### src/rtl/iob_timer_ctrl.sv
// Period timer sequencing an external loadable up-counter: one-shot or periodic
// tick generation with sticky interrupt and a saturating tick tally.
module iob_timer_ctrl #(
    parameter int unsigned DATA_W  = 32,
    parameter int unsigned TICKS_W = 8
) (
    input  logic               clk_i,
    input  logic               arst_n_i,
    input  logic               ce_i,
    input  logic               start_i,
    input  logic               stop_i,
    input  logic               mode_i,
    input  logic [DATA_W-1:0]  period_i,
    input  logic               irq_ack_i,
    input  logic [DATA_W-1:0]  cnt_i,
    output logic               cnt_en_o,
    output logic               cnt_ld_o,
    output logic [DATA_W-1:0]  cnt_ld_val_o,
    output logic               busy_o,
    output logic               tick_o,
    output logic               irq_o,
    output logic [TICKS_W-1:0] ticks_o
);

    typedef enum logic [1:0] {
        S_IDLE = 2'd0,
        S_LOAD = 2'd1,
        S_RUN  = 2'd2
    } state_e;

    localparam logic [TICKS_W-1:0] TICKS_MAX = '1;
    localparam logic [DATA_W-1:0]  ONE       = DATA_W'(1);

    state_e              state_q, state_d;
    logic [DATA_W-1:0]   per_q, per_d;
    logic                mode_q, mode_d;
    logic                irq_q, irq_d;
    logic [TICKS_W-1:0]  ticks_q, ticks_d;
    logic                terminal;
    logic                tick;

    assign terminal = (cnt_i == (per_q - ONE));

    // A stop in the same cycle as the terminal count suppresses the tick.
    assign tick = ce_i && (state_q == S_RUN) && terminal && !stop_i;

    always_ff @(posedge clk_i or negedge arst_n_i) begin
        if (!arst_n_i) begin
            state_q <= S_IDLE;
        end else begin
            state_q <= state_d;
        end
    end

    always_comb begin
        state_d = state_q;
        if (ce_i) begin
            unique case (state_q)
                S_IDLE: if (start_i) state_d = S_LOAD;
                S_LOAD: state_d = stop_i ? S_IDLE : S_RUN;
                S_RUN: begin
                    if (stop_i) begin
                        state_d = S_IDLE;
                    end else if (terminal && !mode_q) begin
                        state_d = S_IDLE;
                    end
                end
                default: state_d = S_IDLE;
            endcase
        end
    end

    always_comb begin
        busy_o       = (state_q != S_IDLE);
        cnt_en_o     = ce_i && (state_q != S_IDLE);
        cnt_ld_o     = ce_i && ((state_q == S_LOAD) || (tick && mode_q));
        cnt_ld_val_o = '0;
        tick_o       = tick;
        irq_o        = irq_q;
        ticks_o      = ticks_q;
    end

    always_ff @(posedge clk_i or negedge arst_n_i) begin
        if (!arst_n_i) begin
            per_q   <= '0;
            mode_q  <= 1'b0;
            irq_q   <= 1'b0;
            ticks_q <= '0;
        end else begin
            per_q   <= per_d;
            mode_q  <= mode_d;
            irq_q   <= irq_d;
            ticks_q <= ticks_d;
        end
    end

    always_comb begin
        per_d   = per_q;
        mode_d  = mode_q;
        irq_d   = irq_q;
        ticks_d = ticks_q;
        if (ce_i) begin
            if ((state_q == S_IDLE) && start_i) begin
                per_d   = (period_i == '0) ? ONE : period_i;
                mode_d  = mode_i;
                ticks_d = '0;
            end
            if (tick && (ticks_q != TICKS_MAX)) begin
                ticks_d = ticks_q + 1'b1;
            end
            if (tick) begin
                irq_d = 1'b1;
            end else if (irq_ack_i) begin
                irq_d = 1'b0;
            end
        end
    end

endmodule

### config.mk
export PLATFORM = sky130hd
export DESIGN_NAME = iob_timer_ctrl
export DESIGN_NICKNAME = d
export VERILOG_FILES = /design/src/rtl/iob_timer_ctrl.sv
export SDC_FILE = /design/constraint.sdc
export NUM_CORES = 1
export LEC_CHECK = 0
export BUFFER_PORTS_ARGS = -buffer_cell sky130_fd_sc_hd__buf_4
export CORE_ASPECT_RATIO = 0.75
export CORE_MARGIN = 8
export CORE_UTILIZATION = 45
export CTS_BUF_LIST = sky130_fd_sc_hd__clkbuf_16
export DETAILED_ROUTE_END_ITERATION = 10
export PLACE_DENSITY = 0.75
export SYNTH_ARGS = -nofsm -noshare
export SYNTH_HDL_FRONTEND = slang
export SYNTH_SLANG_ARGS = --single-unit
### constraint.sdc
create_clock -name clk_i -period 3.3 [get_ports clk_i]
set_input_delay 0.165 -clock clk_i [delete_from_list [all_inputs] [get_ports clk_i]]
set_output_delay 0.165 -clock clk_i [all_outputs]
set_load 0.01 [all_outputs]
* After elaboration in Yosys (flattened, before gate mapping)
Cells that the tools add are included.
Storage, ports and cells: bits in latches 0, bits in registers 44, memories 0, bits in writable memories 0, ROM bits 0, input port bits 71
Operators by class: shift operators 0, muxes and demuxes 10, reductions and logical operators 21, div/mod/pow operators 0, equal/unequal tests 6, magnitude comparators 0, $add $sub $neg 2, multipliers 0, bitwise operators 0
Operators by type and width (count):
- == test 32 bit | 1
- logical NOT 32 bit | 1
- 2-to-1 mux 32 bit | 1
- subtractor 32 x 1 -> 32 bit, second input constant | 1
- 2-to-1 mux 8 bit | 2
- logical AND 1 bit | 9
- adder 8 x 1 -> 8 bit, second input constant | 1
- 2-to-1 mux 2 bit | 4
- inequality test 8 bit, second input constant | 1
- one-hot mux 2 bit (3 select lines) | 1
- AND reduction 2 bit | 3
- nonzero test 2 bit | 3
- inequality test 3 x 2 -> 1 bit, second input constant | 1
- AND reduction 3 bit | 1
- == test 2 x 1 -> 1 bit, second input constant | 1
- == test 2 bit, second input constant | 1
- logical NOT 1 bit | 2
- logical NOT 2 bit | 1
- 2-to-1 mux 1 bit | 2
- inequality test 2 bit, second input constant | 1
- logical OR 1 bit | 1

* Logic depth before layout (Yosys ltp)
depth in word-level cells 7, depth in mapped cells 12

* Worst setup path after synthesis
OpenSTA, ideal clock, no wires.
path type register to output, start register per_q[11], end output port tick_o, buffers on the path 4, slack -0.317 ns, arrival 3.452 ns, cell stages (with the launch flop) 12, cell sequence dfrtp_1 > buf_6 > or4_4 > buf_6 > or3_4 > buf_6 > o31ai_4 > o2111ai_1 > or4_4 > or3_4 > buf_6 > nor4_1
On the way: longest elaborated chain between the ends 4
Ends and longest elaborated chain:
- start: declaration | RTL line 35 | logic [DATA_W-1:0] per_q, per_d;
- start signal: assignment | RTL line 90 | per_q <= per_d;
- subtractor 32 x 1 -> 32 bit | RTL line 42 | assign terminal = (cnt_i == (per_q - ONE));
- == test 32 bit | RTL line 42
- logical AND 1 bit (2 in a row) | RTL line 45 | assign tick = ce_i && (state_q == S_RUN) && terminal && !stop_i;
- end: declaration | RTL line 20 | output logic tick_o,
Every way passes these cells.

* Final worst setup path
start register per_q[11], end register ticks_q[7], in the netlist ticks_o[7]
On the way: longest elaborated chain between the ends 7, elaborated cells on any way between the ends 8, classes of those cells add/sub (1); eq/ne (1); mux (1); reduce/logical (5)
Ends and longest elaborated chain:
- subtractor 32 x 1 -> 32 bit (*) | RTL line 42
- == test 32 bit (*) | RTL line 42
- logical AND 1 bit (*) (2 in a row) | RTL line 45
- logical AND 1 bit (*) | RTL line 108 | if (tick && (ticks_q != TICKS_MAX)) begin
- nonzero test 2 bit (no source line)
- AND reduction 2 bit (no source line)
- end signal: assignment | RTL line 93 | ticks_q <= ticks_d;
- end: declaration | RTL line 38 | logic [TICKS_W-1:0] ticks_q, ticks_d;
Mark *: on every way between the ends. The rest lies on a longest branch, timed or not. A chain may end at the register's enable or synchronous reset.

==> metrics.md <==
| Metric | Value |
|---|---|
| Asr flop ratio synth | 1.00 |
| Largest net degree at the start of global routing | 45 |
| Average cell area after synthesis | 7.90 um^2 |
| Die Area | 0.0108 mm^2 |
| Seq/Total Area, Yosys | 0.316 |
| Port Buffers | 83 |
| # diodes | 0 |
| Tot GR Track Use | 0.208 |
| Vias in the first global route | 3648 |
| Gr ovfl total | 0 |
| Leading register cell type out of synthesis | dfrtp_1 |
| Die width | 118 um |
| Synth unique cells | 63 |
| HPWL after DPL | 9030 um |
| Fin nets | 640 |
| Via/cell ratio | 5.57 |
| GPL Wtd Cong | 0.922 |
| Core Area | 0.00743 mm^2 |
| Final wirelength | 11700 um |
| Post-route setup slack | -0.288 ns |
| Clock sinks | 44 |
| YS warnings | 0 |
| Die Span Y | 92.2 um |
| Mapped cell area | 0.00348 mm^2 |
| Leak Pwr | 0.00220 uW |
| Hold Fails Final Rpt | 0 |
| Bufs on Longest Clock Path | 2 |
| Seq pwr share | 0.272 |
| Routed len/inst | 17.5 um |
| Post-synthesis register bit count | 44 |
| Crit path DAT | 3.80 ns |
| CTS tree | yes |
| Row cnt | 27 |
| Root Buffer Master | clkbuf_16 |
| Logic pwr share | 0.591 |
| Htree depth | 2 |
| Fin Clk Skew | 0.00373 ns |
| Slew HR | 0.501 |
| Main area contributors after synthesis | dfrtp_1, nand2_1, buf_4 |
| Vias | 3727 |
| Count of TritonRoute iterations in the first routing pass | 5 |
| Worst-Skew Late Latency | 0.28 ns |
| Startpoint Class | register |
| Antenna violations before repair | 0 |
| Switching pwr | 1500 uW |
| Fin crit period | 3.59 ns |
| Outcome | complete, but fails checks |
| First-pass GRT wire length | 18800 um |
| Worst path required time | 3.51 ns |
| Endpoint class of the critical path | register |
| Tcrit/Tclk final | 1.09 |
| Max-cap viol count | 0 |
| Worst IR Drop VDD | 302 uV |
| Area added between synthesis and finish | 37.0% |
| Setup TNS | -1.69 ns |
| Worst min-delay path category | in -> reg |
| Cells after Synth | 441 |
| Fraction of layout cells with a size suffix above 1 | 0.340 |
| Top achievable clock speed | 279 MHz |
| Final setup violation count | 10 |
| Worst-path fanout max | 12 |
| Fill cell count | 653 |
| Pwr dens | 723 mW/mm^2 |
| Number of synthesized flops with an enable pin | 0 |
| Layout Utilization | 0.642 |
| Initial core utilization | 0.469 |
| Post-synth top area cell | dfrtp_1 |
| DRT iter0 DRCs | 274 |
| Worst-margin pin slew | 0.749 ns |
| Antenna Violating Nets Remaining | 0 |
| I/O Pins | 116 |
| Area after DPL | 0.00441 mm^2 |
| Post-synth top area share | 0.316 |
| Sw frac | 0.435 |
| Pre-CTS WS | -0.236 ns |
| Pins Over Slew Limit | 0 |
| DRC viols | 0 |
| Internal | 1950 uW |
| Unrepaired setup endpoints after global routing | yes |
| Failing checks | setup timing |
| Clock buffer count from CTS | 5 |
| R2R Setup Slk | -0.29 ns |
| Final design area excluding fillers | 0.00477 mm^2 |
| CP Class | reg -> reg |
| Clock-pin slew on the worst setup and hold paths | 0.06 ns |
| Clock power share | 0.137 |
==> layout by cell type (no fill, tap or decap), types with 6 or more instances in the layout <==
cell type / netlist / final
inv_1: 12 / 12
or3_4: 2 / 6
xnor2_1: 23 / 23
buf_6: 4 / 7
nor3_1: 12 / 10
nand2_1: 105 / 104
or4_4: 2 / 7
o21ai_0: 20 / 16
nand3_1: 10 / 10
nor2_1: 19 / 19
buf_4: 32 / 131
nand4_1: 9 / 9
conb_1: 1 / 32
dfrtp_1: 44 / 44
nor4_1: 22 / 17
xor2_1: 16 / 16
==> final cells by class <==
class	count	area, um^2	area share
well taps	101	126	0.0265
flip-flops and latches	44	1100	0.231
clock inverters	3	11.3	0.00236
inverters	12	45.0	0.00944
clock buffers	5	125	0.0262
repair buffers	139	1070	0.225
multi-input cells	365	2290	0.480
==> power groups by stage <==
stage	clock network [uW]	registers, uW	logic (uW)
6_report	473	939	2040
5_1_grt	502	959	2230
4_1_cts	474	932	1980
3_5_place_dp	0	928	1920
3_3_place_gp	0	918	1890
2_1_floorplan	0	928	1180
==> stage by stage <==
step           power (uW)  hold slack, ns  cells
2_1_floorplan        2110          -0.131    472
3_3_place_gp         2800           0.198    652
3_5_place_dp         2850           0.203    652
4_1_cts              3380          0.0842    669
5_1_grt              3690          0.0929    669
6_report             3450          0.0850    669
==> layer usage <==
layer,vias up,global-route usage,part of all wire
met5,-,0,0
met4,0,0.0436,0.0066
met3,10,0.0490,0.086
met2,179,0.322,0.46
met1,1788,0.288,0.45
li1,1750,-,-
==> registers in the layout (all words and copies together) (netlist names) <==
| register | count |
|---|---|
| irq_o | 1 |
| mode_q | 1 |
| per_q | 32 |
| state_q | 2 |
| ticks_o | 8 |
==> cell families after synthesis <==
kind of cell | synth area share
other | 0.00108
adder cells (fa/ha/maj) | 0.00719
AO/OA/AOI/OAI | 0.128
flip-flops | 0.316
AND/OR/NAND/NOR | 0.335
multiplexers | 0.00287
buffers and inverters | 0.111
XOR/XNOR | 0.0981
==> Yosys cell counts (3+ instances only) <==
library cell  instances
nand2_1             105
dfrtp_1              44
buf_4                32
xnor2_1              23
nor4_1               22
o21ai_0              20
nor2_1               19
xor2_1               16
clkbuf_1             12
inv_1                12
nor3_1               12
nand3_1              10
a21oi_1               9
nand4_1               9
or3_1                 7
or4_1                 7
nand3b_1              5
and3_1                4
buf_6                 4
nand4b_1              4
a211o_1               3
o221ai_1              3
==> final timing paths <==
| kind | startpoint | end | cells after the start |
|---|---|---|---|
| worst max-delay path | per_q[11] | ticks_o[7] | 9 |
| worst min-delay path | period_i[25] | per_q[25] | 3 |
| worst max register to register | per_q[11] | ticks_o[7] | 9 |
| worst min register to register | irq_o | irq_o | 2 |
| max in group asynchronous | arst_n_i | mode_q | 2 |
| min in group asynchronous | arst_n_i | per_q[30] | 2 |
==> repair_timing <==
action,CTS,global route
endpoints found under the hold margin,44,0
hold buffers,1,0
cloned,1,0
pin swaps,19,10
resized for setup,19,18
setup buffers,8,0
endpoints found under the setup margin,10,11
==> worst max-delay path, cell delays in order (launching register included) <==
cell     delay [ns]
dfrtp_1        0.38
or4_4          0.59
or3_4          0.48
nor4_1         0.25
nor3_1         0.08
or4_4          0.55
or3_4          0.45
buf_6          0.15
or4_4          0.42
a21oi_2        0.16
No activity file was read; power rests on OpenSTA's default activity.
